File: config.mk
export PLATFORM = sky130hd
export DESIGN_NAME = dmem_preloader
export DESIGN_NICKNAME = d
export VERILOG_FILES = /design/src/rtl/dmem_preloader.sv
export SDC_FILE = /design/constraint.sdc
export NUM_CORES = 1
export LEC_CHECK = 0
export BUFFER_PORTS_ARGS = -buffer_cell sky130_fd_sc_hd__buf_2
export CORE_ASPECT_RATIO = 1.2
export CORE_MARGIN = 4
export CORE_UTILIZATION = 44
export CTS_CLUSTER_SIZE = 12
export DETAILED_ROUTE_END_ITERATION = 6
export MAX_ROUTING_LAYER = met4
export PLACE_DENSITY = 0.78
export SYNTH_ARGS = -nofsm -noshare
export SYNTH_HDL_FRONTEND = slang
export SYNTH_SLANG_ARGS = --single-unit
File: constraint.sdc
create_clock -name clk -period 5.5 [get_ports clk]
set_input_delay 0.825 -clock clk [delete_from_list [all_inputs] [get_ports clk]]
set_output_delay 0.825 -clock clk [all_outputs]
set_load 0.02 [all_outputs]
File: src/rtl/dmem_preloader.sv
// Boot-time data-memory loader: takes a valid/ready word stream, writes it to consecutive
// word addresses, then releases the CPU from reset after a short hold.
//
// state | meaning
// ------+-------------------------------------------------------------
// IDLE  | after reset; CPU held, waiting for start
// LOAD  | accepting stream words and writing them to data memory
// HOLD  | all words written; CPU held for RESET_HOLD more edges
// RUN   | CPU released; a new start reloads with the CPU held again
module dmem_preloader #(
  parameter int ADDR_WIDTH = 8,
  parameter int DATA_WIDTH = 32,
  parameter int RESET_HOLD = 3
) (
  input  logic                  clk,
  input  logic                  reset,
  input  logic                  start,
  input  logic [ADDR_WIDTH-1:0] base_addr,
  input  logic [ADDR_WIDTH:0]   word_count,
  input  logic                  in_valid,
  input  logic [DATA_WIDTH-1:0] in_data,
  output logic                  in_ready,
  output logic                  mem_we,
  output logic [ADDR_WIDTH-1:0] mem_addr,
  output logic [DATA_WIDTH-1:0] mem_wdata,
  output logic                  cpu_reset,
  output logic                  busy,
  output logic                  done,
  output logic [ADDR_WIDTH:0]   words_loaded
);

  localparam int HOLD_W = (RESET_HOLD > 1) ? $clog2(RESET_HOLD) : 1;
  localparam logic [HOLD_W-1:0]     HOLD_TC   = HOLD_W'(RESET_HOLD - 1);
  localparam logic [HOLD_W-1:0]     HOLD_ONE  = HOLD_W'(1);
  localparam logic [ADDR_WIDTH:0]   MAX_WORDS = (ADDR_WIDTH + 1)'(1) << ADDR_WIDTH;
  localparam logic [ADDR_WIDTH:0]   CNT_ONE   = (ADDR_WIDTH + 1)'(1);
  localparam logic [ADDR_WIDTH-1:0] PTR_ONE   = ADDR_WIDTH'(1);

  typedef enum logic [1:0] {
    ST_IDLE = 2'd0,
    ST_LOAD = 2'd1,
    ST_HOLD = 2'd2,
    ST_RUN  = 2'd3
  } state_t;

  state_t                state, state_nxt;
  logic [ADDR_WIDTH-1:0] ptr, ptr_nxt;
  logic [ADDR_WIDTH:0]   remaining, remaining_nxt;
  logic [ADDR_WIDTH:0]   words_nxt;
  logic [HOLD_W-1:0]     hold_cnt, hold_nxt;
  logic [ADDR_WIDTH:0]   count_clamped;

  // A load can never cover more than the whole memory, so words_loaded stays bounded.
  assign count_clamped = (word_count > MAX_WORDS) ? MAX_WORDS : word_count;

  always_ff @(posedge clk) begin
    if (reset) begin
      state        <= ST_IDLE;
      ptr          <= '0;
      remaining    <= '0;
      words_loaded <= '0;
      hold_cnt     <= '0;
    end else begin
      state        <= state_nxt;
      ptr          <= ptr_nxt;
      remaining    <= remaining_nxt;
      words_loaded <= words_nxt;
      hold_cnt     <= hold_nxt;
    end
  end

  always_comb begin
    state_nxt     = state;
    ptr_nxt       = ptr;
    remaining_nxt = remaining;
    words_nxt     = words_loaded;
    hold_nxt      = hold_cnt;
    in_ready      = 1'b0;
    mem_we        = 1'b0;

    case (state)
      ST_IDLE, ST_RUN: begin
        if (start) begin
          ptr_nxt       = base_addr;
          remaining_nxt = count_clamped;
          words_nxt     = '0;
          hold_nxt      = '0;
          state_nxt     = (count_clamped != '0) ? ST_LOAD : ST_HOLD;
        end
      end
      ST_LOAD: begin
        in_ready = 1'b1;
        if (in_valid) begin
          mem_we        = 1'b1;
          ptr_nxt       = ptr + PTR_ONE;
          remaining_nxt = remaining - CNT_ONE;
          words_nxt     = words_loaded + CNT_ONE;
          if (remaining == CNT_ONE) begin
            state_nxt = ST_HOLD;
            hold_nxt  = '0;
          end
        end
      end
      ST_HOLD: begin
        if (hold_cnt == HOLD_TC) state_nxt = ST_RUN;
        else                     hold_nxt  = hold_cnt + HOLD_ONE;
      end
      default: state_nxt = ST_IDLE;
    endcase

    // No write may slip through on a reset cycle, even mid-load.
    if (reset) begin
      in_ready = 1'b0;
      mem_we   = 1'b0;
    end
  end

  assign mem_addr  = ptr;
  assign mem_wdata = in_data;
  assign cpu_reset = (state != ST_RUN);
  assign busy      = (state == ST_LOAD) || (state == ST_HOLD);
  assign done      = (state == ST_RUN);

endmodule
==> reports/metrics.yaml <==
run_status:
  status: "finished clean"
place:
  gp_congestion: 0.823
  hpwl_um: 3480
  placed_area_sq_um: 2050
  port_buffers: 42
synth:
  netlist_instances: 262
  yosys-mux-area-fraction_pct: 1.46
  ys_warn_count: 0
  syn_area_sq_um: 2060
  syn_nets: 323
  yosysSeqAreaShare_pct: 29.1
  synth_seq_cells: 30
  synth_ff_type: "dfxtp_1"
  synth-edff-count: 0
  synth_top_family_by_area: "simple AND/OR/NAND/NOR gates"
  synthAdderAreaFrac_pct: 4.85
  synth-simple-area-share_pct: 23.9
  synth-xor-area-share_pct: 1.70
  async_flop_share_pct: 0
  syn_area_per_cell_sq_um: 7.87
  synth_compound_area_share_pct: 22.3
  ys_types: 50
floorplan:
  die_area_sq_um: 5850
  core_sq_um: 4560
  ioPinCount: 107
  start_util_pct: 45.2
  die_w_um: 70.5
  rows: 27
  die_y_um: 83.0
global_route:
  grt_pass1_vias: 1819
  grt_pass1_wl_um: 7950
  grtUsageTotal_pct: 16.7
  antenna_found_initial: 0
  gr-total-overflow: 0
  grt_max_degree: 25
clock_tree:
  postCtsHoldBufs: 0
  cts_resized: 0
  cts_tree: "done"
  h-tree-depth: 2
  clkSlewWorstSetupHoldPaths_ns: 0.07
  cts_setup_buffers: 0
  cts_made_buffers: 5
  clock-sinks: 30
  insertion_delay_ns: 0.29
  clk_path_buf_depth: 2
  cts_root_buf: "clkbuf_8"
routing:
  finalWirelength_um: 4750
  via_per_inst: 5.74
  firstDrtPassIters: 4
  routedWlPerCell_um: 14.4
  antenna_left: 0
  drc_errors: 0
  drtIter0Drc: 94
  vias: 1890
flow_run:
  drv_cap: 0
power:
  clkPwrFrac_pct: 15.3
  comb_power_share_pct: 56.1
  switching_share_pct: 47.9
  ir_worst_vdd_v: 0.000176
  p_total_w: 0.00121
  power_density_nw_per_um2: 565
  p_int_w: 0.000631
  p_leak_nw: 0.928
  p_switching_w: 0.000580
  seq_power_share_pct: 28.6
worst_setup_path:
  path_class: "register to output pin"
  cp_data_arrival_time_ns: 1.95
  rr_endpoint: "remaining[8]"
  reg2reg_from: "state[1]"
  cp-start-kind: "register"
  endpoint_kind: "output pin"
  critPathRequiredTime_ns: 4.68
  cp_max_fo: 24
  r2r_slack_ns: 2.75
  ff2ff_path_depth: 6
sta:
  fin_crit_sh_pct: 50.4
  slew_viol_final: 0
  setup_viol: 0
  fin_setup_tns_ns: 0
  slew_headroom_pct: 23.5
  finalCriticalPeriod_ns: 2.77
  finClkSkew_ns: 0.0116
  finalHoldViolCount: 0
  rsz0062_at_grt: "no"
  tightest_slew_ns: 1.14
  fmax_mhz: 361
finish:
  syn2layout_area_growth_pct: 4.07
  antenna_cells: 0
  multi_input_area_sq_um: 1120
  final_util_pct: 47.1
  final.fill_count: 458
  final_net_count: 331
  final_area_sq_um: 2150
  drive_above_1_share_pct: 19.9
  seq_area_sq_um: 601
worst_hold_path:
  hold_path_end: "hold_cnt[1]"
  hp-class: "register to register"
  min_from: "hold_cnt[1]"
  hold_path_depth: 2
## cells by family (layout without fill, tap and decap cells)
kind of cell	after synthesis	in the layout
xor gates and xnor gates	4	4
and+or+nand+nor	92	92
buffers and inverters	54	63
AOI/OAI and AO/OA	71	71
adders and majority gates	8	8
muxes	3	3
DFF	30	30
## stage by stage
step	instances	hold slack [ns]	setup WS, ns
3_5_place_dp	321	0.474	2.77
4_1_cts	329	0.482	2.72
2_1_floorplan	262	0.452	3.27
5_1_grt	329	0.513	2.45
6_report	329	0.478	2.73
3_3_place_gp	321	0.463	2.85
## layout by cell type (no fill, tap or decap), types with 3 or more instances in the layout
master and n:
nand3_1 8, o31ai_1 6, nand4_1 7, buf_2 42, o21ai_0 16, a21oi_1 18
inv_1 12, clkbuf_8 6, nor4_1 6, nand2_1 22, nor3_1 3, and3_1 3
o2bb2ai_1 4, and2_1 4, ha_1 8, nor2b_1 4, mux2i_1 3, nor3b_1 3
xor2_1 3, dfxtp_1 30, nor2_1 16, or4_1 4, a31oi_1 4, o22ai_1 4
a21o_1 4
## sequential cells by signal, summed over array words and instances, names as in the netlist
register and flops:
mem_addr 8, words_loaded 9, remaining 9, state 2, hold_cnt 2
## cells in the mapped netlist, drive strengths merged, types with 2 or more instances
| library cell | count | area (sq um) |
|---|---|---|
| clkbuf | 5 | 18.8 |
| o22ai | 4 | 25.0 |
| nor4 | 6 | 37.5 |
| nor3 | 4 | 20.0 |
| o41ai | 2 | 17.5 |
| o2bb2ai | 4 | 35.0 |
| a211oi | 2 | 15.0 |
| or4 | 5 | 41.3 |
| nand2b | 2 | 12.5 |
| xor2 | 3 | 26.3 |
| mux2i | 3 | 30.0 |
| or3 | 2 | 12.5 |
| a31oi | 4 | 25.0 |
| and3 | 3 | 18.8 |
| a311oi | 2 | 17.5 |
| a32o | 2 | 20.0 |
| a21oi | 18 | 90.1 |
| o31ai | 6 | 45.0 |
| nor2b | 4 | 25.0 |
| ha | 8 | 100 |
| dfxtp | 30 | 601 |
| inv | 12 | 45.0 |
| a21o | 4 | 30.0 |
| o21ai | 16 | 80.1 |
| buf | 35 | 268 |
| nand3 | 8 | 40.0 |
| nand4 | 7 | 43.8 |
| and2 | 4 | 25.0 |
| nand2 | 22 | 82.6 |
| nor3b | 3 | 22.5 |
| nor2 | 16 | 60.1 |
## worst max-delay path: stages, from the launching register on
cell     delay [ns]
dfxtp_1        0.34
inv_1          0.07
ha_1           0.65
nand2_1        0.17
inv_1          0.15
nand2_1        0.06
inv_1          0.07
buf_2          0.16
## cell type report
type / instances / area share (%)
clock inverter: 1 / 0.233
multi-input combinational: 178 / 52.3
timing repair buffer: 42 / 9.80
tap: 58 / 3.38
sequential: 30 / 28.0
clock buffer: 7 / 4.02
inverter: 13 / 2.27
## power groups by stage
stage	clock, W	combinational (W)	sequential (W)
6_report	0.000185	0.000680	0.000346
3_5_place_dp	0	0.000677	0.000348
3_3_place_gp	0	0.000662	0.000345
2_1_floorplan	0	0.000551	0.000364
4_1_cts	0.000188	0.000680	0.000344
5_1_grt	0.000195	0.000761	0.000356
## metal layers
layer | global-route usage [%] | share of wire [%] | vias up
li1 | - | - | 939
met1 | 19.2 | 43 | 870
met2 | 25.7 | 48 | 60
met3 | 4.60 | 6.0 | 21
met4 | 10.1 | 2.4 | 0
met5 | - | 0 | -
## how the worst max path moves through the flow
| stage | endpoint | start | cells past startpoint |
|---|---|---|---|
| 2_1_floorplan | mem_we | reset | 5 |
| 3_3_place_gp | mem_addr[0] | state[1] | 6 |
| 3_5_place_dp | mem_addr[0] | state[1] | 6 |
| 4_1_cts | mem_we | state[1] | 7 |
| 5_1_grt | mem_addr[0] | state[1] | 6 |
| 6_report | mem_we | state[1] | 7 |
Power figures use the tool's default switching activity.
